## config.mk

```make
export PLATFORM = sky130hd
export DESIGN_NAME = wb_addr_decoder
export DESIGN_NICKNAME = d
export VERILOG_FILES = /design/src/rtl/wb_decoder_pkg.sv /design/src/rtl/wb_decoder_timeout.sv /design/src/rtl/wb_addr_decoder.sv
export SDC_FILE = /design/constraint.sdc
export NUM_CORES = 1
export LEC_CHECK = 0
export CORE_MARGIN = 2
export CORE_UTILIZATION = 34
export DETAILED_ROUTE_END_ITERATION = 8
export GPL_TIMING_DRIVEN = 0
export HOLD_SLACK_MARGIN = 0.03
export MAX_ROUTING_LAYER = met4
export PLACE_DENSITY_LB_ADDON = 0.12
export SYNTH_ARGS = -nofsm -noshare
export SYNTH_HDL_FRONTEND = slang
export SYNTH_SLANG_ARGS = --single-unit
```

## constraint.sdc

```tcl
create_clock -name CLK_I -period 2.13 [get_ports CLK_I]
set_input_delay 0.639 -clock CLK_I [delete_from_list [all_inputs] [get_ports CLK_I]]
set_output_delay 0.639 -clock CLK_I [all_outputs]
set_load 0.05 [all_outputs]
```

## src/rtl/wb_decoder_pkg.sv

```systemverilog
// rtl/wb_decoder_pkg.sv - shared types, constants and decode helpers for the Wishbone address decoder
package wb_decoder_pkg;

    typedef enum logic [1:0] {
        ST_IDLE   = 2'd0,
        ST_ACTIVE = 2'd1,
        ST_RESP   = 2'd2,
        ST_ERR    = 2'd3
    } state_t;

    localparam int unsigned SLAVE_COUNT = 3;

    localparam logic [31:0] DEF_S0_BASE = 32'h0000_0000;
    localparam logic [31:0] DEF_S0_MASK = 32'hFFF0_0000;
    localparam logic [31:0] DEF_S1_BASE = 32'h4000_0000;
    localparam logic [31:0] DEF_S1_MASK = 32'hFFFF_F000;
    localparam logic [31:0] DEF_S2_BASE = 32'h4000_1000;
    localparam logic [31:0] DEF_S2_MASK = 32'hFFFF_F000;

    // Read data returned to the master on a bus error.
    localparam logic [31:0] ERR_PATTERN = 32'h0000_DEAD;

    // Address window match: masked address equals the slave base.
    function automatic logic addr_hit(input logic [31:0] adr,
                                      input logic [31:0] base,
                                      input logic [31:0] mask);
        return (adr & mask) == base;
    endfunction

    // Lowest-numbered hit wins, so overlapping windows resolve S0 > S1 > S2.
    function automatic logic [SLAVE_COUNT-1:0] pick_slave(input logic [SLAVE_COUNT-1:0] hits);
        logic [SLAVE_COUNT-1:0] onehot;
        onehot = '0;
        for (int i = 0; i < SLAVE_COUNT; i++) begin
            if (hits[i] && onehot == '0) begin
                onehot[i] = 1'b1;
            end
        end
        return onehot;
    endfunction

endpackage

```

## src/rtl/wb_decoder_timeout.sv

```systemverilog
// rtl/wb_decoder_timeout.sv - slave acknowledge watchdog counter used when WB_DECODER_TIMEOUT_EN is defined
module wb_decoder_timeout #(
    parameter int unsigned TIMEOUT_CYCLES = 16
) (
    input  logic clk,
    input  logic resetn,
    input  logic clear,
    input  logic enable,
    output logic expired
);

    localparam int unsigned CW = $clog2(TIMEOUT_CYCLES + 1);

    logic [CW-1:0] count;

    // Count cycles spent waiting; the last waiting cycle raises expired combinationally.
    always_ff @(posedge clk) begin
        if (!resetn) begin
            count <= '0;
        end else if (clear) begin
            count <= '0;
        end else if (enable && !expired) begin
            count <= count + CW'(1);
        end
    end

    assign expired = enable && (count == CW'(TIMEOUT_CYCLES - 1));

endmodule

```

## src/rtl/wb_addr_decoder.sv

```systemverilog
// rtl/wb_addr_decoder.sv - single-master, three-slave Wishbone address decoder; optional ACK timeout via WB_DECODER_TIMEOUT_EN
module wb_addr_decoder
    import wb_decoder_pkg::*;
#(
    parameter logic [31:0] S0_BASE        = DEF_S0_BASE,
    parameter logic [31:0] S0_MASK        = DEF_S0_MASK,
    parameter logic [31:0] S1_BASE        = DEF_S1_BASE,
    parameter logic [31:0] S1_MASK        = DEF_S1_MASK,
    parameter logic [31:0] S2_BASE        = DEF_S2_BASE,
    parameter logic [31:0] S2_MASK        = DEF_S2_MASK,
    parameter int unsigned TIMEOUT_CYCLES = 16
) (
    input  logic                   CLK_I,
    input  logic                   RST_I,
    input  logic [31:0]            M_ADR_I,
    input  logic [31:0]            M_DAT_I,
    input  logic [3:0]             M_SEL_I,
    input  logic                   M_CYC_I,
    input  logic                   M_STB_I,
    input  logic                   M_WE_I,
    output logic [31:0]            M_DAT_O,
    output logic                   M_ACK_O,
    output logic                   M_ERR_O,
    output logic [31:0]            S_ADR_O,
    output logic [31:0]            S_DAT_O,
    output logic [3:0]             S_SEL_O,
    output logic                   S_WE_O,
    output logic [SLAVE_COUNT-1:0] S_CYC_O,
    output logic [SLAVE_COUNT-1:0] S_STB_O,
    input  logic [SLAVE_COUNT-1:0] S_ACK_I,
    input  logic [31:0]            S0_DAT_I,
    input  logic [31:0]            S1_DAT_I,
    input  logic [31:0]            S2_DAT_I
);

    if (TIMEOUT_CYCLES < 1) begin : g_bad_timeout
        $error("wb_addr_decoder: TIMEOUT_CYCLES must be at least 1");
    end

    state_t                 state_q;
    state_t                 state_next;
    logic [SLAVE_COUNT-1:0] strb_q;
    logic [SLAVE_COUNT-1:0] strb_next;
    logic [31:0]            mdat_q;
    logic [31:0]            mdat_next;
    logic [31:0]            adr_q;
    logic [31:0]            dat_q;
    logic [3:0]             sel_q;
    logic                   we_q;
    logic                   load;

    logic                   req;
    logic [SLAVE_COUNT-1:0] hits;
    logic [SLAVE_COUNT-1:0] dec;
    logic                   sel_ack;
    logic [31:0]            slave_dat;
    logic                   tmo_expired;

    assign req  = M_CYC_I & M_STB_I;
    assign hits = {addr_hit(M_ADR_I, S2_BASE, S2_MASK),
                   addr_hit(M_ADR_I, S1_BASE, S1_MASK),
                   addr_hit(M_ADR_I, S0_BASE, S0_MASK)};
    assign dec  = pick_slave(hits);

    // Only the strobed slave may complete the cycle; stray ACKs from others are masked off.
    assign sel_ack = |(S_ACK_I & strb_q);

    // Return-data mux keyed by the latched one-hot slave select.
    always_comb begin
        slave_dat = '0;
        if (strb_q[0]) begin
            slave_dat = S0_DAT_I;
        end else if (strb_q[1]) begin
            slave_dat = S1_DAT_I;
        end else if (strb_q[2]) begin
            slave_dat = S2_DAT_I;
        end
    end

`ifdef WB_DECODER_TIMEOUT_EN
    logic tmo_clear;
    logic tmo_enable;

    // Counter is held at zero outside ACTIVE so every transaction starts fresh.
    assign tmo_clear  = (state_q != ST_ACTIVE);
    assign tmo_enable = (state_q == ST_ACTIVE);

    wb_decoder_timeout #(
        .TIMEOUT_CYCLES (TIMEOUT_CYCLES)
    ) u_timeout (
        .clk     (CLK_I),
        .resetn  (RST_I),
        .clear   (tmo_clear),
        .enable  (tmo_enable),
        .expired (tmo_expired)
    );
`else
    assign tmo_expired = 1'b0;
`endif

    // FSM state register.
    always_ff @(posedge CLK_I) begin
        if (!RST_I) begin
            state_q <= ST_IDLE;
        end else begin
            state_q <= state_next;
        end
    end

    // Next-state and datapath-update decisions; abort beats ACK beats timeout in ACTIVE.
    always_comb begin
        state_next = state_q;
        strb_next  = strb_q;
        mdat_next  = mdat_q;
        load       = 1'b0;
        unique case (state_q)
            ST_IDLE: begin
                if (req) begin
                    load = 1'b1;
                    if (|dec) begin
                        strb_next  = dec;
                        state_next = ST_ACTIVE;
                    end else begin
                        strb_next  = '0;
                        mdat_next  = ERR_PATTERN;
                        state_next = ST_ERR;
                    end
                end
            end
            ST_ACTIVE: begin
                if (!M_CYC_I) begin
                    strb_next  = '0;
                    state_next = ST_IDLE;
                end else if (sel_ack) begin
                    strb_next  = '0;
                    mdat_next  = slave_dat;
                    state_next = ST_RESP;
                end else if (tmo_expired) begin
                    strb_next  = '0;
                    mdat_next  = ERR_PATTERN;
                    state_next = ST_ERR;
                end
            end
            ST_RESP: begin
                state_next = ST_IDLE;
            end
            ST_ERR: begin
                state_next = ST_IDLE;
            end
            default: begin
                strb_next  = '0;
                state_next = ST_IDLE;
            end
        endcase
    end

    // Slave-side request registers and master read-data register.
    always_ff @(posedge CLK_I) begin
        if (!RST_I) begin
            strb_q <= '0;
            mdat_q <= '0;
            adr_q  <= '0;
            dat_q  <= '0;
            sel_q  <= '0;
            we_q   <= 1'b0;
        end else begin
            strb_q <= strb_next;
            mdat_q <= mdat_next;
            if (load) begin
                adr_q <= M_ADR_I;
                dat_q <= M_DAT_I;
                sel_q <= M_SEL_I;
                we_q  <= M_WE_I;
            end
        end
    end

    assign S_CYC_O = strb_q;
    assign S_STB_O = strb_q;
    assign S_ADR_O = adr_q;
    assign S_DAT_O = dat_q;
    assign S_SEL_O = sel_q;
    assign S_WE_O  = we_q;
    assign M_DAT_O = mdat_q;
    assign M_ACK_O = (state_q == ST_RESP);
    assign M_ERR_O = (state_q == ST_ERR);

endmodule

```

==> metrics.cfg, run 1 <==
[timing]
hold_violations=0
hold_ws_ns=0.456
setup_tns_ns=0
finClkSkew_ns=0.00508
rsz0062_at_grt=no
max_freq_mhz=479
drv_slew=0
max_slew_margin=0.635
setup_viol=0
min_period_ns=2.09
worstMarginPinSlew_ns=0.550
final.period_utilization=0.981

[layout]
areaGrowthSynthToFinish_pct=76.2
seq_area_um2=2120
fill_cells=1226
post-route-util=0.607
multi_input_area_um2=2260
nets=1024
drive_above_1_share=0.0689

[worst_hold_path]
min-delay-path-class=register to register
hold_path_depth=2

[global_routing]
grt_pass1_wl_um=24600
antenna_found_initial=2
grt_max_degree=20
grt_pass1_vias=5028
grt_usage=0.223
grt-ovfl-total=0

[clock_network]
clock-sinks=106
cts_tree=built
path_clk_slew_ns=0.07
clockRootBuffer=clkbuf_16
clk_latency_ns=0.34
cts_made_buffers=9
cts_max_path_buffers=2
cts_hold_buf=0
h-tree-depth=3

[detailed_routing]
wl_per_cell_um=15.6
viasPerCell=4.87
wl_um=16200
vias=5033
drtIter0Drc=204
drt-pass1-iter-count=4
antenna_left=0
drc=0

[placement]
dp_hpwl_um=12500
port_buffers=280
finalWeightedCongestion=0.834

[synthesis]
synth_cell_types=32
syn_area_per_cell_um2=8.23
yosys_warnings=0
syn-instance-count=550
synth_area_um2=4530
synthesis.nets=722
ys_seq_area_frac=0.469
yosys_register_bits=106

[power_and_ir_drop]
p_int_mw=3.37
pwr_density_cell_nw_per_um2=581
switching_share=0.273
combPwrFrac=0.211
p_seq_frac=0.453
peakVddDrop_v=0.000332
p_leak_nw=3.61
p_sw_mw=1.27
p_clk_frac=0.336

[floorplan]
io_pins=281
dieWidth_um=119
start_util=0.345
core_um2=13100
design.die.area_um2=14300
die_height_um=119
row_count=42

[worst_setup_path]
crit_family=simple AND/OR/NAND/NOR gates
crit_chain=buf_2, or3_4, or3_1, o31a_1, buf_6, buf_6, o221a_1
critical_path_peak_fanout=5
crit_buf_inv=3
path_common_cell=buf_6
crit_cells=7
start_kind=input pin
worstPathArrival_ns=2.32
crit_path_top_delay_cell=or3_4
cp_slowest_stage_delay_ns=0.41
cp.required_ns=2.36
ff2ff_path_depth=8
endpoint_kind=register
worstSetupPathType=input pin to register

[job]
drv_cap=0

[status]
status=finished, final reports clean

-- power groups by stage --
| stage | clock network [mW] | logic [mW] | registers [mW] |
|---|---|---|---|
| 6_report | 1.56 | 0.979 | 2.10 |
| 5_1_grt | 1.66 | 1.04 | 2.11 |
| 3_3_place_gp | 0 | 0.983 | 2.14 |
| 2_1_floorplan | 0 | 0.183 | 2.41 |
| 3_5_place_dp | 0 | 0.992 | 2.15 |
| 4_1_cts | 1.58 | 0.972 | 2.10 |
-- what timing repair did --
item,CTS,global route
pin swaps,10,6
gates resized for setup,128,51
cloned,1,0
endpoints found under the setup margin,179,125
setup buffers,7,4
-- metrics by stage --
stage | setup slack, ns | instances | total power, mW | area [um^2]
2_1_floorplan | 0.0181 | 550 | 2.59 | 4530
3_3_place_gp | -0.699 | 1006 | 3.13 | 7550
3_5_place_dp | -0.743 | 1006 | 3.14 | 7550
4_1_cts | 0.0000998 | 1028 | 4.66 | 7820
5_1_grt | 0.000167 | 1034 | 4.81 | 7980
6_report | 0.0403 | 1034 | 4.63 | 7980
-- registers in the layout, summed over array words and instances (netlist names) --
signal and count:
M_DAT_O 32, S_ADR_O 32, S_CYC_O 3, S_DAT_O 32
S_SEL_O 4, S_WE_O 1, state_q 2
-- tightest hold or removal path: stages (launching register included) --
cell and delay, ns:
dfxtp_1 0.31, nand2_1 0.05, o2bb2ai_1 0.06
-- worst paths after layout --
check,slack (ns),start,end
worst max-delay path,0.04,M_ADR_I[27],M_DAT_O[10]
worst max register to register,0.22,S_CYC_O[1],M_DAT_O[10]
worst min-delay path,0.46,M_DAT_O[6],M_DAT_O[6]
worst min register to register,0.46,M_DAT_O[6],M_DAT_O[6]
-- metal layers --
metal	GRT usage	routed length [um]
met1	0.241	6420
met2	0.407	8400
met3	0.0489	951
met4	0.0699	380
met5	-	0
-- cells in the mapped netlist --
cell,count,share of area
a2111oi_0,1,0.0019
a21boi_0,70,0.12
a21o_1,1,0.0017
a21oi_1,1,0.0011
a222oi_1,1,0.0022
a22oi_1,32,0.053
a311oi_1,1,0.0019
and2_1,1,0.0014
buf_1,1,0.00083
buf_2,6,0.0066
buf_4,3,0.0050
buf_6,1,0.0025
clkbuf_1,40,0.033
dfxtp_1,106,0.47
inv_1,2,0.0017
mux2i_1,1,0.0022
nand2_1,195,0.16
nand3b_1,2,0.0033
nor2_1,2,0.0017
nor2b_1,4,0.0055
nor3_1,1,0.0011
nor3b_1,1,0.0017
nor4_1,4,0.0055
nor4b_1,1,0.0019
nor4bb_1,1,0.0022
o21ai_0,32,0.035
o21bai_1,1,0.0017
o221a_1,11,0.027
o2bb2ai_1,23,0.044
o31a_1,1,0.0019
or3_1,2,0.0028
or4_1,1,0.0017
-- cells in the final DEF, fill, tap and decap left out, types with 2 or more instances in the layout --
cell             netlist  layout
dlygate4sd2_1          0      89
dlymetal6s2s_1         0      31
inv_1                  2       2
nor4_2                 0       2
a21boi_0              70      69
nand2_1              195     195
clkbuf_1              40      32
buf_2                  6       8
clkbuf_16              0       9
nand3b_1               2       2
nor2_1                 2       2
o2bb2ai_1             23      23
clkbuf_2               0       9
dfxtp_1              106     106
buf_4                  3      14
clkdlybuf4s50_1        0     154
nor2b_1                4       4
o21ai_0               32      32
o221a_1               11      11
buf_6                  1       5
a22oi_1               32      32
diode_2                0       2
clkbuf_8               0       2
-- kinds of logic after synthesis --
family / count (synthesis) / synth area share
muxes: 1 / 0.00221
DFF: 106 / 0.469
buffers and inverters: 53 / 0.0497
AOI/OAI and AO/OA: 175 / 0.289
and+or+nand+nor: 215 / 0.190
-- layout make-up --
type | instances | area share
Multi-Input combinational cell | 391 | 0.283
Clock inverter | 2 | 0.00157
Antenna cell | 2 | 0.000627
Clock buffer | 13 | 0.0326
Inverter | 2 | 0.000941
Timing Repair Buffer | 292 | 0.357
Sequential cell | 106 | 0.266
Buffer | 50 | 0.0303
Tap cell | 176 | 0.0276
Note: power is estimated with default switching activity, not from simulation.
==> run 2, diff against run 1 <==
Settings changed: SKIP_LAST_GASP set to 1.
==> metrics.cfg, run 2 (same netlist as run 1, synthesis figures left out) <==
[status]
status=finished, final reports clean  ; unchanged

[floorplan]
row_count=42  ; unchanged
dieWidth_um=119  ; unchanged
start_util=0.345  ; unchanged
io_pins=281  ; unchanged
die_height_um=119  ; unchanged
design.die.area_um2=14300  ; unchanged
core_um2=13100  ; unchanged

[clock_network]
cts_tree=built  ; unchanged
path_clk_slew_ns=0.07  ; about the same
clock-sinks=106  ; unchanged
h-tree-depth=3  ; unchanged
cts_made_buffers=9  ; unchanged
clockRootBuffer=clkbuf_16  ; unchanged
clk_latency_ns=0.34  ; about the same
cts_hold_buf=0  ; unchanged
cts_max_path_buffers=2  ; unchanged

[worst_setup_path]
cp_slowest_stage_delay_ns=0.41  ; about the same
r2r_slack_ns=0.22  ; about the same
worstPathArrival_ns=2.32  ; about the same
timing.rr.end=M_DAT_O[10]  ; unchanged
path_common_cell=buf_6  ; unchanged
ff2ff_path_depth=8  ; unchanged
crit_family=simple AND/OR/NAND/NOR gates  ; unchanged
endpoint_kind=register  ; unchanged
crit_path_top_delay_cell=or3_4  ; unchanged
critical_path_peak_fanout=5  ; unchanged
rr_startpoint=S_CYC_O[1]  ; unchanged
cp.required_ns=2.36  ; about the same
crit_chain=buf_2, or3_4, or3_1, o31a_1, buf_6, buf_6, o221a_1  ; unchanged
worstSetupPathType=input pin to register  ; unchanged
start_kind=input pin  ; unchanged
crit_buf_inv=3  ; unchanged

[global_routing]
grt_max_degree=20  ; unchanged
grt-ovfl-total=0  ; unchanged
antenna_found_initial=2  ; unchanged
grt_pass1_wl_um=24600  ; unchanged
grt_pass1_vias=5028  ; unchanged
grt_usage=0.223  ; unchanged

[timing]
max_freq_mhz=478  ; was 479 MHz
drv_slew=0  ; unchanged
final.period_utilization=0.982  ; was 0.981
hold_violations=0  ; unchanged
setup_slack_ns=0.0384  ; was 0.0403 ns
setup_viol=0  ; unchanged
finClkSkew_ns=0.00514  ; was 0.00508 ns
max_slew_margin=0.636  ; was 0.635
worstMarginPinSlew_ns=0.549  ; was 0.550 ns
hold_ws_ns=0.456  ; about the same
min_period_ns=2.09  ; about the same
rsz0062_at_grt=no  ; unchanged

[power_and_ir_drop]
p_total_mw=4.63  ; about the same
p_leak_nw=3.61  ; about the same
peakVddDrop_v=0.000332  ; about the same
pwr_density_cell_nw_per_um2=581  ; about the same

[layout]
final_cell_area_um2=7980  ; about the same
fill_cells=1226  ; unchanged
final_common_cell=nand2_1  ; unchanged
post-route-util=0.607  ; about the same
nets=1024  ; unchanged
drive_above_1_share=0.0701  ; was 0.0689
final_cell_mix=nand2_1 (195), clkdlybuf4s50_1 (154), dfxtp_1 (106)  ; unchanged
areaGrowthSynthToFinish_pct=76.3  ; was 76.2%

[detailed_routing]
wl_per_cell_um=15.6  ; about the same
drc=0  ; unchanged
wl_um=16200  ; about the same
vias=5057  ; was 5033
drtIter0Drc=204  ; unchanged
antenna_left=0  ; unchanged
viasPerCell=4.89  ; was 4.87
drt-pass1-iter-count=5  ; was 4

[job]
drv_cap=0  ; unchanged

[placement]
post-place-ws_ns=-0.743  ; unchanged
dp_hpwl_um=12500  ; unchanged
place_area_um2=7550  ; unchanged
finalWeightedCongestion=0.834  ; unchanged
port_buffers=280  ; unchanged

[worst_hold_path]
min_to=M_DAT_O[6]  ; unchanged
hold_path_depth=2  ; unchanged
min-delay-path-class=register to register  ; unchanged
worstHoldStart=M_DAT_O[6]  ; unchanged

## run 2: cell types whose count changed in the layout (fill, tap and decap cells not counted), sizes merged
cell    previous run  this run
clkbuf            52        53
buf               27        26
## run 2: report_power, final
group | internal [mW] | leakage, nW | total, mW | switching, mW
Clock | 0.850 | 0.132 | 1.55 | 0.704
Sequential | 2.06 | 0.863 | 2.10 | 0.0384
Combinational | 0.458 | 2.61 | 0.979 | 0.521
## run 2: final cells by class
cell class | count | area, um^2 | share of cell area
inverter | 2 | 7.51 | 0.000941
tap | 176 | 220 | 0.0276
clock buffer | 13 | 260 | 0.0326
multi-input combinational | 391 | 2260 | 0.283
sequential | 106 | 2120 | 0.266
antenna | 2 | 5.00 | 0.000627
clock inverter | 2 | 12.5 | 0.00157
timing repair buffer | 292 | 2850 | 0.357
buffer | 50 | 243 | 0.0304
## run 2: how the worst max path moves through the flow
stage / from / slack, ns / depth (start not counted) / end
floorplan: M_ADR_I[26] / 0.02 / 5 / M_DAT_O[10]
global placement: S_ACK_I[0] / -0.70 / 6 / M_DAT_O[9]
detailed placement: M_CYC_I / -0.74 / 7 / S_ADR_O[28]
CTS: state_q[0] / -0.14 / 3 / M_ERR_O
global route: M_ADR_I[27] / 0.0002 / 7 / M_DAT_O[10]
finish: M_ADR_I[27] / 0.04 / 7 / M_DAT_O[10]
## run 2: stage by stage
step                setup TNS [ns]  std cells
finish                           0       1034
global route                     0       1034
CTS                         -0.141       1028
detailed placement          -53.08       1006
floorplan                        0        550
global placement            -49.42       1006
## run 2: tightest hold or removal path, cell delays in order, from the launching register on
cell	delay (ns)
dfxtp_1	0.31
nand2_1	0.05
o2bb2ai_1	0.06
## run 2: routing by layer
metal  vias up  GRT usage  routed length, um
li1       2509          -                  -
met1      2342      0.241               6370
met2       180      0.407               8450
met3        26     0.0489                984
met4         0     0.0699                375
met5         -          -                  0
## run 2: repair_timing
action / CTS / global route
cloned: 1 / 0
setup endpoints to repair: 179 / 125
pin swaps: 10 / 6
gates resized for setup: 126 / 53
setup buffers: 7 / 4
